===== src/rtl/snn_timestep_controller.sv =====
// Timestep sequencer for an 8-neuron spiking layer: fetches input spikes, applies them, and accumulates saturating output counts.
// Define SNN_ARGMAX_EN to include the DECIDE state and the registered argmax winner output.
module snn_timestep_controller #(
  parameter int NUM_TIMESTEPS = 16,
  parameter int CNT_W         = 5
) (
  input  logic               clk,
  input  logic               reset_n,
  input  logic               start,
  input  logic               abort,
  input  logic               input_spike_valid,
  input  logic [7:0]         input_spike,
  output logic               input_spike_ready,
  output logic [7:0]         layer_spike_out,
  output logic               layer_reset_n,
  input  logic [7:0]         layer_spike_in,
  output logic               busy,
  output logic               done,
  output logic [8*CNT_W-1:0] spike_count,
  output logic [2:0]         winner
);

  typedef enum logic [2:0] {
    S_IDLE   = 3'd0,
    S_CLEAR  = 3'd1,
    S_FETCH  = 3'd2,
    S_APPLY  = 3'd3,
    S_SAMPLE = 3'd4,
`ifdef SNN_ARGMAX_EN
    S_DECIDE = 3'd5,
`endif
    S_DONE   = 3'd6
  } state_e;

  localparam logic [CNT_W-1:0] CNT_MAX = {CNT_W{1'b1}};
  localparam logic [7:0]       LAST_TS = 8'(NUM_TIMESTEPS - 1);

  state_e                  state_q;
  logic [7:0][CNT_W-1:0]   cnt_q;
  logic [7:0][CNT_W-1:0]   cnt_d;
  logic [7:0]              ts_q;
  logic [7:0]              spike_out_q;
  logic                    ready_q;
  logic                    busy_q;
  logic                    done_q;

  function automatic logic [CNT_W-1:0] sat_inc(input logic [CNT_W-1:0] v, input logic b);
    if (b && (v != CNT_MAX)) begin
      sat_inc = v + CNT_W'(1);
    end else begin
      sat_inc = v;
    end
  endfunction

  // Saturating per-neuron count update applied when SAMPLE completes.
  always_comb begin
    cnt_d = cnt_q;
    for (int i = 0; i < 8; i++) begin
      cnt_d[i] = sat_inc(cnt_q[i], layer_spike_in[i]);
    end
  end

`ifdef SNN_ARGMAX_EN
  logic [2:0]       best_idx_s;
  logic [CNT_W-1:0] best_val_s;
  logic [2:0]       winner_q;

  // Argmax scan; strict greater-than keeps the lowest index on ties.
  always_comb begin
    best_idx_s = 3'd0;
    best_val_s = cnt_q[0];
    for (int i = 1; i < 8; i++) begin
      best_idx_s = (cnt_q[i] > best_val_s) ? 3'(i) : best_idx_s;
      best_val_s = (cnt_q[i] > best_val_s) ? cnt_q[i] : best_val_s;
    end
  end

  assign winner = winner_q;
`else
  assign winner = 3'd0;
`endif

  // Sequencer state with all handshake and layer outputs registered alongside it.
  always_ff @(posedge clk or negedge reset_n) begin
    if (!reset_n) begin
      state_q     <= S_IDLE;
      cnt_q       <= '0;
      ts_q        <= 8'd0;
      spike_out_q <= 8'h00;
      ready_q     <= 1'b0;
      busy_q      <= 1'b0;
      done_q      <= 1'b0;
`ifdef SNN_ARGMAX_EN
      winner_q    <= 3'd0;
`endif
    end else if (abort && (state_q != S_IDLE)) begin
      state_q     <= S_IDLE;
      spike_out_q <= 8'h00;
      ready_q     <= 1'b0;
      busy_q      <= 1'b0;
      done_q      <= 1'b0;
    end else begin
      case (state_q)
        S_IDLE: begin
          if (start) begin
            state_q  <= S_CLEAR;
            busy_q   <= 1'b1;
            cnt_q    <= '0;
            ts_q     <= 8'd0;
`ifdef SNN_ARGMAX_EN
            winner_q <= 3'd0;
`endif
          end
        end
        S_CLEAR: begin
          state_q <= S_FETCH;
          ready_q <= 1'b1;
        end
        S_FETCH: begin
          if (input_spike_valid) begin
            state_q     <= S_APPLY;
            spike_out_q <= input_spike;
            ready_q     <= 1'b0;
          end
        end
        S_APPLY: begin
          state_q     <= S_SAMPLE;
          spike_out_q <= 8'h00;
        end
        S_SAMPLE: begin
          cnt_q <= cnt_d;
          ts_q  <= ts_q + 8'd1;
          if (ts_q == LAST_TS) begin
`ifdef SNN_ARGMAX_EN
            state_q <= S_DECIDE;
`else
            state_q <= S_DONE;
            done_q  <= 1'b1;
`endif
          end else begin
            state_q <= S_FETCH;
            ready_q <= 1'b1;
          end
        end
`ifdef SNN_ARGMAX_EN
        S_DECIDE: begin
          winner_q <= best_idx_s;
          state_q  <= S_DONE;
          done_q   <= 1'b1;
        end
`endif
        S_DONE: begin
          state_q <= S_IDLE;
          done_q  <= 1'b0;
          busy_q  <= 1'b0;
        end
        default: begin
          state_q     <= S_IDLE;
          spike_out_q <= 8'h00;
          ready_q     <= 1'b0;
          busy_q      <= 1'b0;
          done_q      <= 1'b0;
        end
      endcase
    end
  end

  // The layer clear follows system reset combinationally so a mid-inference reset wipes membranes at once.
  assign layer_reset_n     = reset_n & (state_q != S_CLEAR);
  assign input_spike_ready = ready_q;
  assign layer_spike_out   = spike_out_q;
  assign busy              = busy_q;
  assign done              = done_q;
  assign spike_count       = cnt_q;

endmodule


===== config.mk =====
export PLATFORM = sky130hd
export DESIGN_NAME = snn_timestep_controller
export DESIGN_NICKNAME = d
export VERILOG_FILES = /design/src/rtl/snn_timestep_controller.sv
export SDC_FILE = /design/constraint.sdc
export NUM_CORES = 1
export LEC_CHECK = 0
export ABC_CLOCK_PERIOD_IN_PS = 1950
export BUFFER_PORTS_ARGS = -buffer_cell sky130_fd_sc_hd__buf_2
export CORE_MARGIN = 2
export CORE_UTILIZATION = 25
export CTS_CLUSTER_DIAMETER = 120
export DETAILED_ROUTE_END_ITERATION = 8
export PLACE_DENSITY_LB_ADDON = 0.12
export SLEW_MARGIN = 20
export SYNTH_ARGS = -nofsm -noshare
export SYNTH_HDL_FRONTEND = slang
export SYNTH_SLANG_ARGS = --single-unit

===== constraint.sdc =====
create_clock -name clk -period 1.95 [get_ports clk]
set_input_delay 0.0975 -clock clk [delete_from_list [all_inputs] [get_ports clk]]
set_output_delay 0.0975 -clock clk [all_outputs]
set_load 0.01 [all_outputs]

==> flow_summary_export.csv <==
group,metric,value,unit
global_routing,grt_pass1_wl,13450,µm
setup_path,cpMaxStageDelayCell,"dfrtp_1",
floorplanning,die_w,119.4,µm
synthesis,async_reset_ff_frac,1.000,
placement,hpwl,5608,µm
setup_path,crit_buf_inv,0,
floorplanning,dieArea,0.01425,mm²
clocking,cts_made_buffers,9,
floorplanning,io_pins,76,
layout,fin_cells,581,
flow_run,max_cap_viol_count,0,
drt,wire_per_inst,14.16,µm
placement,dpl.cell_count,558,
setup_path,cp-start-kind,"flop",
timing,relSlewSlack,0.4479,
layout,final_cell_mix,"buf_2 (72), dfrtp_1 (62), a22o_1 (25), nor2_1 (19), nand2b_1 (18)",
floorplanning,core,0.01314,mm²
placement,portBuffers,72,
timing,final_max_slew_viol_count,0,
setup_path,cp-end-kind,"flop",
layout,layout_commonest_cell,"buf_2",
timing,finalCritPeriodShare,0.9556,
worst_hold_path,min_path_type,"in -> async",
layout,fin_area,0.004329,mm²
layout,antenna_cells,0,
synthesis,syn_area,0.003327,mm²
setup_path,cp_max_fo,4,
setup_path,worst_path_dominant_cell_family,"simple AND/OR/NAND/NOR gates",
timing,fin_tns_setup,0,ps
setup_path,arrival,2070,ps
setup_path,path_cells,"ha_1, and3_1, ha_1, nand3b_1, a21o_1, mux2_2",
timing,setup_viol,0,
drt,drtIter0Drc,86,
timing,hold_ws,-8.547,ps
layout,syn2layout_area_growth,30.12,%
synthesis,synthCells,310,
global_routing,track_usage,0.1205,
synthesis,synth-edff-count,0,
clocking,insertion_delay,330,ps
synthesis,synth.distinct_cells,44,
synthesis,seq_area_frac_synth,0.4663,
synthesis,yosysWarnings,0,
setup_path,cpPeakStageDelay,410,ps
clocking,post-cts-setup-buffers,0,
drt,antenna_left,0,
status,violations,"hold timing",
global_routing,overflow,0,
power,leakage,2.197,nW
timing,maxClockFrequency,0.5367,GHz
timing,skew,3.789,ps
floorplanning,num_rows,42,
synthesis,syn_avg_cell_area,10.73,µm²
synthesis,synth_flop_cell,"dfrtp_1",
timing,rsz0062_at_grt,"yes",
layout,fillers,1378,
global_routing,grt_start_max_net_pins,63,
drt,routed_wirelength,8228,µm
layout,drive_gt1_frac,0.2938,
clocking,tritoncts,"built",
floorplanning,die_h,119.4,µm
timing,hold_viol,15,
setup_path,cpMostUsedCell,"ha_1",
power,p_per_area,912.0,mW/mm²
setup_path,cp.required,2160,ps
floorplanning,initial_utilization,0.2532,
global_routing,antenna_found_initial,0,
setup_path,critPathKind,"reg -> reg",
drt,vias_per_cell,4.614,
drt,drt_first_pass_iters,4,
layout,nets,438,
placement,place_congestion,0.7207,
clocking,clock-sinks,62,
global_routing,grt_pass1_vias,2612,
drt,dr_total_vias,2681,
clocking,cts-root-buf,"clkbuf_16",
power,vdd_drop_max,0.3255,mV
clocking,ctsHtreeMaxLevel,3,
placement,postPlaceCellArea,0.003933,mm²
status,outcome,"finished with violations",
drt,drc,0,
timing,worst_pin_slew,828.2,ps
timing,min_period,1863,ps
clocking,clk_path_buf_depth,2,
synthesis,ys_ff_latch,62,
clocking,clk_pin_slew,50,ps
[power by group]
group | total [mW] | switching, mW | internal [mW]
clock network | 1.72 | 0.569 | 1.15
logic | 0.802 | 0.482 | 0.321
registers | 1.43 | 0.0595 | 1.37
total | 3.95 | 1.11 | 2.84
[worst paths after layout]
| kind | slack (ps) | cells after the start | start | endpoint |
|---|---|---|---|---|
| worst min-delay path | -9 | 2 | reset_n | layer_spike_out[2]$_DFFE_PN0P_ |
| worst min register to register | 500 | 1 | layer_spike_out[5]$_DFFE_PN0P_ | layer_spike_out[5]$_DFFE_PN0P_ |
| worst max-delay path | 90 | 6 | spike_count[5]$_DFFE_PN0P_ | spike_count[5]$_DFFE_PN0P_ |
| max in group asynchronous | 1420 | 2 | reset_n | spike_count[38]$_DFFE_PN0P_ |
| worst max register to register | 90 | 6 | spike_count[5]$_DFFE_PN0P_ | spike_count[5]$_DFFE_PN0P_ |
| min in group clk | 10 | 2 | input_spike[7] | layer_spike_out[7]$_DFFE_PN0P_ |
[metrics by stage]
stage / hold WS, ps / power [mW] / util / worst slack, ps
floorplan: -198.1 / 1.992 / - / 52.57
global placement: 326.1 / 2.236 / 0.2993 / 141.3
detailed placement: 319.0 / 2.245 / 0.2993 / 105.2
CTS: 0.6453 / 4.021 / 0.3288 / 80.99
global route: 7.278 / 4.178 / 0.3295 / -1.957
finish: -8.547 / 3.948 / 0.3295 / 86.66
[final cells by class]
cell class,instances,area (µm²),share of cell area
timing repair buffer,95,563.0,0.1301
inverter,9,33.78,0.007803
tap,176,220.2,0.05087
sequential,62,1551,0.3584
clock inverter,4,70.07,0.01618
clock buffer,12,246.5,0.05694
multi-input combinational,223,1644,0.3798
[cells in the mapped netlist, types with 4 or more instances]
library cell  count  area (µm²)
dfrtp_1          62        1551
a22o_1           25       219.0
nor2_1           19       71.32
nand2b_1         18       112.6
ha_1             17       212.7
nand2_1          16       60.06
mux2_2           11       123.9
nand3_1          11       55.05
o31ai_1          10       75.07
and3_1            9       56.30
inv_1             9       33.78
nand3b_1          9       67.56
a211oi_1          8       60.06
a21o_1            8       60.06
clkbuf_1          7       26.28
mux2i_1           7       70.07
o311ai_0          7       61.31
a21oi_1           6       30.03
o21ai_0           6       30.03
buf_6             5       56.30
nor2b_1           4       25.02
xnor2_1           4       35.03
[cell families (layout without fill, tap and decap cells)]
kind of cell,after synthesis,after routing,share of synthesized area
AND/OR/NAND/NOR,100,100,0.1640
AO/OA/AOI/OAI,80,80,0.1865
flip-flops,62,62,0.4663
buffers and inverters,27,120,0.04626
adder cells (fa/ha/maj),18,18,0.06694
multiplexers,18,18,0.05829
XOR/XNOR,4,4,0.01053
other,1,3,0.001127
[sequential cells by signal, indices dropped and copies added (netlist names)]
name and cells:
input_spike_ready 1, layer_spike_out 8, done 1, ts_q 8, busy 1, spike_count 40
state_q 3
[layer usage]
layer,share of wire,track usage
met4,0.0095,0.02868
met1,0.49,0.1597
met2,0.46,0.1882
met5,0,0
met3,0.046,0.04310
[what timing repair did]
item | 4_1_cts | 5_1_grt
hold endpoints to repair | 7 | 0
endpoints found under the setup margin | 0 | 4
gates resized for setup | 0 | 4
hold buffers | 7 | 0
(Power assumes the default switching activity.)
